File: config.mk
export PLATFORM = sky130hd
export DESIGN_NAME = instruction_immediate_encoder
export DESIGN_NICKNAME = d
export VERILOG_FILES = /design/src/rtl/instruction_immediate_encoder.sv
export SDC_FILE = /design/constraint.sdc
export NUM_CORES = 1
export LEC_CHECK = 0
export ABC_AREA = 1
export CAP_MARGIN = 15
export CORE_MARGIN = 1
export CORE_UTILIZATION = 39
export CTS_BUF_LIST = sky130_fd_sc_hd__clkbuf_4
export DETAILED_ROUTE_END_ITERATION = 16
export PLACE_DENSITY_LB_ADDON = 0.12
export SLEW_MARGIN = 20
export SYNTH_ARGS = -nofsm -noshare
export SYNTH_HDL_FRONTEND = slang
export SYNTH_SLANG_ARGS = --single-unit
File: constraint.sdc
create_clock -name clk -period 2.9 [get_ports clk]
set_clock_uncertainty 0.15 [all_clocks]
set_input_delay 0.435 -clock clk [delete_from_list [all_inputs] [get_ports clk]]
set_output_delay 0.435 -clock clk [all_outputs]
set_load 0.03 [all_outputs]
File: src/rtl/instruction_immediate_encoder.sv
// RV32I instruction word encoder: packs register fields and a signed immediate into R/I/S/B/U/J words,
// checks immediate range/alignment, and expands the LI pseudo-op into LUI/ADDI. Valid/ready on both sides.
module instruction_immediate_encoder (
  input  logic        clk,
  input  logic        rst_n,
  input  logic        in_valid,
  output logic        in_ready,
  input  logic [2:0]  in_fmt,
  input  logic [6:0]  in_opcode,
  input  logic [4:0]  in_rd,
  input  logic [4:0]  in_rs1,
  input  logic [4:0]  in_rs2,
  input  logic [2:0]  in_funct3,
  input  logic [6:0]  in_funct7,
  input  logic [31:0] in_imm,
  output logic        out_valid,
  input  logic        out_ready,
  output logic [31:0] out_instruction,
  output logic        out_last,
  output logic        err_valid,
  output logic [1:0]  err_code
);

  typedef enum logic [1:0] {
    S_IDLE  = 2'd0,
    S_FIRST = 2'd1,
    S_LAST  = 2'd2
  } state_t;

  typedef enum logic [2:0] {
    FMT_R   = 3'd0,
    FMT_I   = 3'd1,
    FMT_S   = 3'd2,
    FMT_B   = 3'd3,
    FMT_U   = 3'd4,
    FMT_J   = 3'd5,
    FMT_LI  = 3'd6,
    FMT_RSV = 3'd7
  } fmt_t;

  localparam logic [6:0] OP_LUI    = 7'b0110111;
  localparam logic [6:0] OP_OP_IMM = 7'b0010011;

  localparam logic [1:0] ERR_NONE  = 2'd0;
  localparam logic [1:0] ERR_RANGE = 2'd1;
  localparam logic [1:0] ERR_ALIGN = 2'd2;
  localparam logic [1:0] ERR_FMT   = 2'd3;

  // ---------------------------------------------------------------------------
  // Field packers, one per base format
  // ---------------------------------------------------------------------------
  function automatic logic [31:0] enc_r(input logic [6:0] f7, input logic [4:0] rs2,
                                        input logic [4:0] rs1, input logic [2:0] f3,
                                        input logic [4:0] rd, input logic [6:0] op);
    return {f7, rs2, rs1, f3, rd, op};
  endfunction

  function automatic logic [31:0] enc_i(input logic [11:0] imm, input logic [4:0] rs1,
                                        input logic [2:0] f3, input logic [4:0] rd,
                                        input logic [6:0] op);
    return {imm, rs1, f3, rd, op};
  endfunction

  function automatic logic [31:0] enc_s(input logic [31:0] imm, input logic [4:0] rs2,
                                        input logic [4:0] rs1, input logic [2:0] f3,
                                        input logic [6:0] op);
    return {imm[11:5], rs2, rs1, f3, imm[4:0], op};
  endfunction

  function automatic logic [31:0] enc_b(input logic [31:0] imm, input logic [4:0] rs2,
                                        input logic [4:0] rs1, input logic [2:0] f3,
                                        input logic [6:0] op);
    return {imm[12], imm[10:5], rs2, rs1, f3, imm[4:1], imm[11], op};
  endfunction

  function automatic logic [31:0] enc_u(input logic [19:0] upper, input logic [4:0] rd,
                                        input logic [6:0] op);
    return {upper, rd, op};
  endfunction

  function automatic logic [31:0] enc_j(input logic [31:0] imm, input logic [4:0] rd,
                                        input logic [6:0] op);
    return {imm[20], imm[10:1], imm[11], imm[19:12], rd, op};
  endfunction

  // ---------------------------------------------------------------------------
  // Request decode and range checks
  // ---------------------------------------------------------------------------
  state_t             state;
  fmt_t               fmt;
  logic               accept;
  logic signed [31:0] simm;
  logic               fits_12;
  logic               fits_b;
  logic               fits_j;
  logic [11:0]        li_lo;
  logic [19:0]        li_hi;
  logic [31:0]        first_word;
  logic [31:0]        second_word;
  logic               two_words;
  logic [1:0]         enc_err;
  logic [31:0]        pending_word;

  assign fmt  = fmt_t'(in_fmt);
  assign simm = $signed(in_imm);

  assign fits_12 = (simm >= -32'sd2048)    && (simm <= 32'sd2047);
  assign fits_b  = (simm >= -32'sd4096)    && (simm <= 32'sd4094);
  assign fits_j  = (simm >= -32'sd1048576) && (simm <= 32'sd1048574);

  // ADDI sign-extends its 12 bits, so the upper part absorbs a borrow when bit 11 is set.
  assign li_lo = in_imm[11:0];
  assign li_hi = in_imm[31:12] + {19'd0, in_imm[11]};

  // A single-word request can follow a retiring word on the same edge.
  assign in_ready = rst_n & ((state == S_IDLE) | ((state == S_LAST) & out_ready));
  assign accept   = in_valid & in_ready;

  always_comb begin
    // NOTE: every signal driven here gets a default first so no path can infer a latch.
    first_word  = '0;
    second_word = '0;
    two_words   = 1'b0;
    enc_err     = ERR_NONE;

    case (fmt)
      FMT_R: begin
        first_word = enc_r(in_funct7, in_rs2, in_rs1, in_funct3, in_rd, in_opcode);
      end
      FMT_I: begin
        if (!fits_12) enc_err = ERR_RANGE;
        else first_word = enc_i(in_imm[11:0], in_rs1, in_funct3, in_rd, in_opcode);
      end
      FMT_S: begin
        if (!fits_12) enc_err = ERR_RANGE;
        else first_word = enc_s(in_imm, in_rs2, in_rs1, in_funct3, in_opcode);
      end
      FMT_B: begin
        if (!fits_b)        enc_err = ERR_RANGE;
        else if (in_imm[0]) enc_err = ERR_ALIGN;
        else first_word = enc_b(in_imm, in_rs2, in_rs1, in_funct3, in_opcode);
      end
      FMT_U: begin
        if (in_imm[11:0] != 12'd0) enc_err = ERR_RANGE;
        else first_word = enc_u(in_imm[31:12], in_rd, in_opcode);
      end
      FMT_J: begin
        if (!fits_j)        enc_err = ERR_RANGE;
        else if (in_imm[0]) enc_err = ERR_ALIGN;
        else first_word = enc_j(in_imm, in_rd, in_opcode);
      end
      FMT_LI: begin
        if (li_hi == 20'd0) begin
          first_word = enc_i(li_lo, 5'd0, 3'b000, in_rd, OP_OP_IMM);
        end else if (li_lo == 12'd0) begin
          first_word = enc_u(li_hi, in_rd, OP_LUI);
        end else begin
          first_word  = enc_u(li_hi, in_rd, OP_LUI);
          second_word = enc_i(li_lo, in_rd, 3'b000, in_rd, OP_OP_IMM);
          two_words   = 1'b1;
        end
      end
      default: begin
        enc_err = ERR_FMT;
      end
    endcase
  end

  // ---------------------------------------------------------------------------
  // Output FSM with registered outputs
  // ---------------------------------------------------------------------------
  always_ff @(posedge clk or negedge rst_n) begin
    if (!rst_n) begin
      state           <= S_IDLE;
      out_valid       <= 1'b0;
      out_instruction <= '0;
      out_last        <= 1'b0;
      err_valid       <= 1'b0;
      err_code        <= ERR_NONE;
      pending_word    <= '0;
    end else begin
      // NOTE: non-blocking assignments keep every register update on the same clock edge.
      err_valid <= 1'b0;

      if (accept) begin
        if (enc_err != ERR_NONE) begin
          err_valid <= 1'b1;
          err_code  <= enc_err;
          state     <= S_IDLE;
          out_valid <= 1'b0;
          out_last  <= 1'b0;
        end else begin
          out_instruction <= first_word;
          pending_word    <= second_word;
          out_valid       <= 1'b1;
          if (two_words) begin
            state    <= S_FIRST;
            out_last <= 1'b0;
          end else begin
            state    <= S_LAST;
            out_last <= 1'b1;
          end
        end
      end else if ((state == S_FIRST) && out_ready) begin
        out_instruction <= pending_word;
        out_last        <= 1'b1;
        state           <= S_LAST;
      end else if ((state == S_LAST) && out_ready) begin
        state     <= S_IDLE;
        out_valid <= 1'b0;
        out_last  <= 1'b0;
      end
    end
  end

endmodule

==> reports/results.txt <==
GP Congestion: 0.939
Setup-failing EPs final: 0
Die Wd: 113 um
largest net degree at the start of global routing: 57
vias in the first global route: 5483
min Tclk post-route: 2.71 ns
Worst-Margin Slew: 0.714 ns
All-Layer GR Usage: 0.289
DRT iter0 DRCs: 487
via total after detailed routing: 5917
Worst Path Class, Setup: input port to flip-flop
CTS H-tree lvls: 2
Worst Reg-to-Reg Cells: 9
area grow syn2layout: 47.0%
Critical Path End Type: flip-flop
Worst EP required: 3.05 ns
drt pass-1 iters: 5
CTS clock-pin slew for the worst setup and hold paths: 0.16 ns
Synth Register Bits: 56
RSZ-0062 raised after global routing: false
Yosys cell types: 32
r2r setup slk: 0.76 ns
most frequent cells in the layout: nand2_1, buf_4, clkdlybuf4s50_1
Post-Synthesis Cells: 793
FILL cells: 1196
total clock sinks: 56
Syn Nets: 868
P per Cell Area: 393 nW/um^2
Vias/cell: 5.14
final core occ: 0.586
worst r2r src: state[0]$_DFFE_PN0P_
Max Buffers Root-to-Sink: 2
Area after DPL: 6810 um^2
Reg2Reg Capture Point: out_instruction[23]$_DFFE_PN0P_
Critical Path Start: in_imm[14]
CP startpoint kind: input port
die height: 113 um
max-slew violations: 0
CTS buffer count: 5
core area: 12000 um^2
total grt overflow: 0
initial antenna violation count: 0
Setup crit end: out_instruction[27]$_DFFE_PN0P_
Final Cell Area: 7010 um^2
Slew HR: 0.524
first-pass GRT wire length: 28500 um
setup ws final: 0.186 ns
maximum vdd drop: 0.189 mV
nets@finish: 1079
Worst Hold Class: input port to asynchronous set/reset pin
Synth Area per Inst: 6.01 um^2
hold_ws: 0.0504 ns
max frequency: 368 MHz
Critical Path Fanout Max: 7
max_cap viols: 0
CTS tree: yes
commonest non-fill, non-tap cell in the layout: nand2_1
Rows: 40
sequential area share after synthesis: 0.294
Skew-Pair Late Insertion Delay: 0.39 ns
# diodes: 0
pre-CTS setup slack: -0.451 ns
share of post-route cells with drive strength above 1: 0.181
final hold viol count: 0
Final ANT Viol Nets: 0
synthesized cell area: 4770 um^2
hold buffers post-CTS: 0
die area: 12700 um^2
status: finished, final reports clean
Top FF cell, synth: dfrtp_1
clock root buffer: clkbuf_4
Tcrit/Tclk final: 0.936
yosys warns: 0
wire length per cell: 16.0 um
Starting Density: 0.399
DRC: 0
Async S/R FF share, synth: 1.00
final WL: 18400 um
leakage: 3.66 nW
Final HPWL DP: 15100 um
arrival time of the worst setup path: 2.86 ns
I/O pin total: 109
EDFF count, synth: 0
port bufs: 108
## cells by family after synthesis
group | synth area share
and+or+nand+nor | 0.482
buffers and inverters | 0.101
AOI/OAI and AO/OA | 0.108
DFF | 0.294
adders and majority gates | 0.0105
xor gates and xnor gates | 0.00551
## metal layers
layer | GRT usage | part of all wire
met5 | 0 | 0
met4 | 0.0960 | 0.024
met3 | 0.0194 | 0.040
met2 | 0.493 | 0.48
met1 | 0.387 | 0.45
## state kept, by name, summed over array words and instances, names as in the netlist
name / flops
out_instruction: 32
out_last: 1
out_valid: 1
state: 1
err_code: 2
err_valid: 1
pending_word: 18
## where the power goes
group          total [mW]  internal (mW)  switching, mW
logic                1.34          0.579          0.759
clock network       0.362          0.106          0.255
registers            1.06          0.953          0.104
total                2.76           1.64           1.12
## cell usage after synthesis (2+ instances only)
cell      instances  area (um^2)
nand2_1         271         1020
nand3_1         101          505
inv_1            84          315
nor2_1           82          308
dfrtp_1          56         1400
o21ai_0          40          200
a21oi_1          36          180
nor3_1           16         80.1
nand2_2          12         75.1
o21ai_1          12         60.1
clkbuf_1         11         41.3
nand4_1          11         68.8
buf_2             6         30.0
nor2_2            6         37.5
nor2_4            6         67.6
a21boi_0          5         37.5
buf_4             5         37.5
buf_6             4         45.0
ha_1              4         50.1
or2_2             4         25.0
nand2_4           3         33.8
nand3_2           3         30.0
xor2_1            3         26.3
inv_2             2         7.51
nand3_4           2         35.0
o31ai_1           2         15.0
## worst max-delay path, cell delays in order
cell	delay [ns]
clkdlybuf4s50_1	0.63
nand3_1	0.13
nor2_1	0.12
buf_4	0.15
nor2_1	0.06
nor2_1	0.13
nand2_1	0.11
nor2_1	0.13
nand3_1	0.12
nor2_4	0.25
buf_6	0.16
nand3_1	0.07
nand3_1	0.08
nand3_1	0.11
nand2_1	0.11
a21oi_1	0.07
## final cells by class
cell class / count / area (um^2) / share of cell area
clock buffer: 6 / 45.0 / 0.00642
clock inverter: 2 / 16.3 / 0.00232
inverter: 87 / 327 / 0.0466
multi-input combinational: 625 / 3000 / 0.427
sequential: 56 / 1400 / 0.200
tap: 147 / 184 / 0.0262
timing repair buffer: 229 / 2040 / 0.291
## per-stage QoR
stage                     power, mW  std cells  TNS (ns)
after floorplan                1.72        793         0
after global placement         2.38       1141    -10.75
after detailed placement       2.40       1141    -14.65
after CTS                      2.76       1149         0
after global routing           2.90       1152         0
final                          2.76       1152         0
## worst min path at each step
stage                                       startpoint                               to  slack [ns]  cells after the start
after floorplan                                  rst_n          err_code[0]$_DFFE_PN0P_       -0.01                      0
after global placement    pending_word[16]$_DFFE_PN0P_     pending_word[16]$_DFFE_PN0P_        0.32                      2
after detailed placement  pending_word[18]$_DFFE_PN0P_     pending_word[18]$_DFFE_PN0P_        0.32                      2
after CTS                                        rst_n  out_instruction[28]$_DFFE_PN0P_        0.08                      2
after global routing                             rst_n  out_instruction[29]$_DFFE_PN0P_        0.11                      2
final                                            rst_n  out_instruction[28]$_DFFE_PN0P_        0.05                      2
## timing repair
action,CTS,global route
buffers inserted,0,2
pin swaps,0,13
endpoints found under the setup margin,3,32
gates resized for setup,1,27
gates cloned,0,1
(Power assumes the default switching activity.)
==> variant: new RTL, same flow settings <==
Reset style: synchronous (`rst_n`), changed in one clocked block.
--- a/src/rtl/instruction_immediate_encoder.sv
+++ b/src/rtl/instruction_immediate_encoder.sv
@@ -171,3 +171,3 @@
   // ---------------------------------------------------------------------------
-  always_ff @(posedge clk or negedge rst_n) begin
+  always_ff @(posedge clk) begin
     if (!rst_n) begin
Check against the original RTL: differs if rst_n is asserted again (counterexample within 4 cycles, from zero or initial values and one cycle with rst_n low); with rst_n held inactive, the same outputs for 4 cycles.
==> variant against the unedited design <==
  * Sequential power down 23%
  * First-iteration DRC count up 19%
  * Count of clock-buffer cells in the layout unchanged
  * Non-clock buffer count up 34
  * Power down 32%
  * Wire length up 1.6%
  * Area after synthesis up 0.24%
  * Worst setup slack better by 0.023 ns
  * Sequential cell count unchanged
  * Final area up 2.4%
  * Via count up 6.0%
==> variant: results (changes against the unedited design) <==
[outcome]
outcome = complete, no violations

[logic_synthesis]
synth.distinct_cells = 38  ; +19%
yosysSeqAreaShare = 0.2345  ; -0.05932
synth_common_cells = nand2_1 (274), nor2_1 (112), inv_1 (77)
synth_compound_area_frac = 0.1371  ; +0.02932
synthTopCellsByArea = dfxtp_1 (23%), nand2_1 (22%), nor2_1 (8.8%)
syn_inst = 838  ; +5.7%
synth-adder-area-share = 0.01047  ; -0.00002472
ys.flop_type = dfxtp_1

[sta]
tightest_slew_ns = 0.4034  ; -0.3106 ns
final.setup.worst_slack_ns = 0.2086  ; +0.02253 ns

[power]
ir_worst_vdd_mv = 0.2449  ; +29%
internal_power_mw = 1.230  ; -25%

[route]
drt-initial-drc-count = 581  ; +19%
met3WireLength_um = 1172  ; +61%
wl_met1_um = 9028  ; +7.8%
num_vias = 6274  ; +6.0%
vias_per_cell = 5.097  ; -0.77%

[worst_setup_path]
crit_start = in_imm[13]
r2r-end = out_instruction[20]$_SDFFE_PN0P_
rrSetupSlack_ns = 0.93  ; +0.17 ns
rr_startpoint = out_last$_SDFFE_PN0P_
critPathMaxStageDelay_ns = 0.49  ; -0.14 ns

[global_route]
grt_use_total = 0.2954  ; +0.006804
grt_max_degree = 39  ; -32%
grt_use_met1 = 0.4196  ; +0.03269
met2_usage = 0.4704  ; -0.02263

[min_path]
min_path_type = register to register

[cells_and_area]
drive_gt1_frac = 0.1965  ; +0.01540
nets = 1158  ; +7.3%

[place]
place_area_um2 = 7049  ; +3.5%

==> variant: final cells by class <==
cell class,instances,area [um2]
Fill cell,1221,4780
Multi-Input combinational cell,673,3241
Timing Repair Buffer,263,2265
Sequential cell,56,1121
Inverter,84,315.3
Tap cell,147,183.9
Clock buffer,6,45.04
Clock inverter,2,11.26
==> variant: power groups by stage <==
| stage | Clock, mW | Sequential (mW) | Combinational [mW] |
|---|---|---|---|
| after floorplan | 0 | 0.886 | 0.255 |
| after global placement | 0 | 0.833 | 0.700 |
| after global routing | 0.394 | 0.820 | 0.769 |
| final | 0.361 | 0.816 | 0.710 |
| after CTS | 0.366 | 0.816 | 0.701 |
| after detailed placement | 0 | 0.832 | 0.697 |
==> variant: cell families after synthesis <==
kind of cell	count (synthesis)
DFF	56
and+or+nand+nor	549
adders and majority gates	4
buffers and inverters	111
AOI/OAI and AO/OA	118
==> variant: repair_timing <==
action | CTS | global route
setup buffers | 0 | 1
endpoints found under the setup margin | 0 | 34
resized for setup | 0 | 13
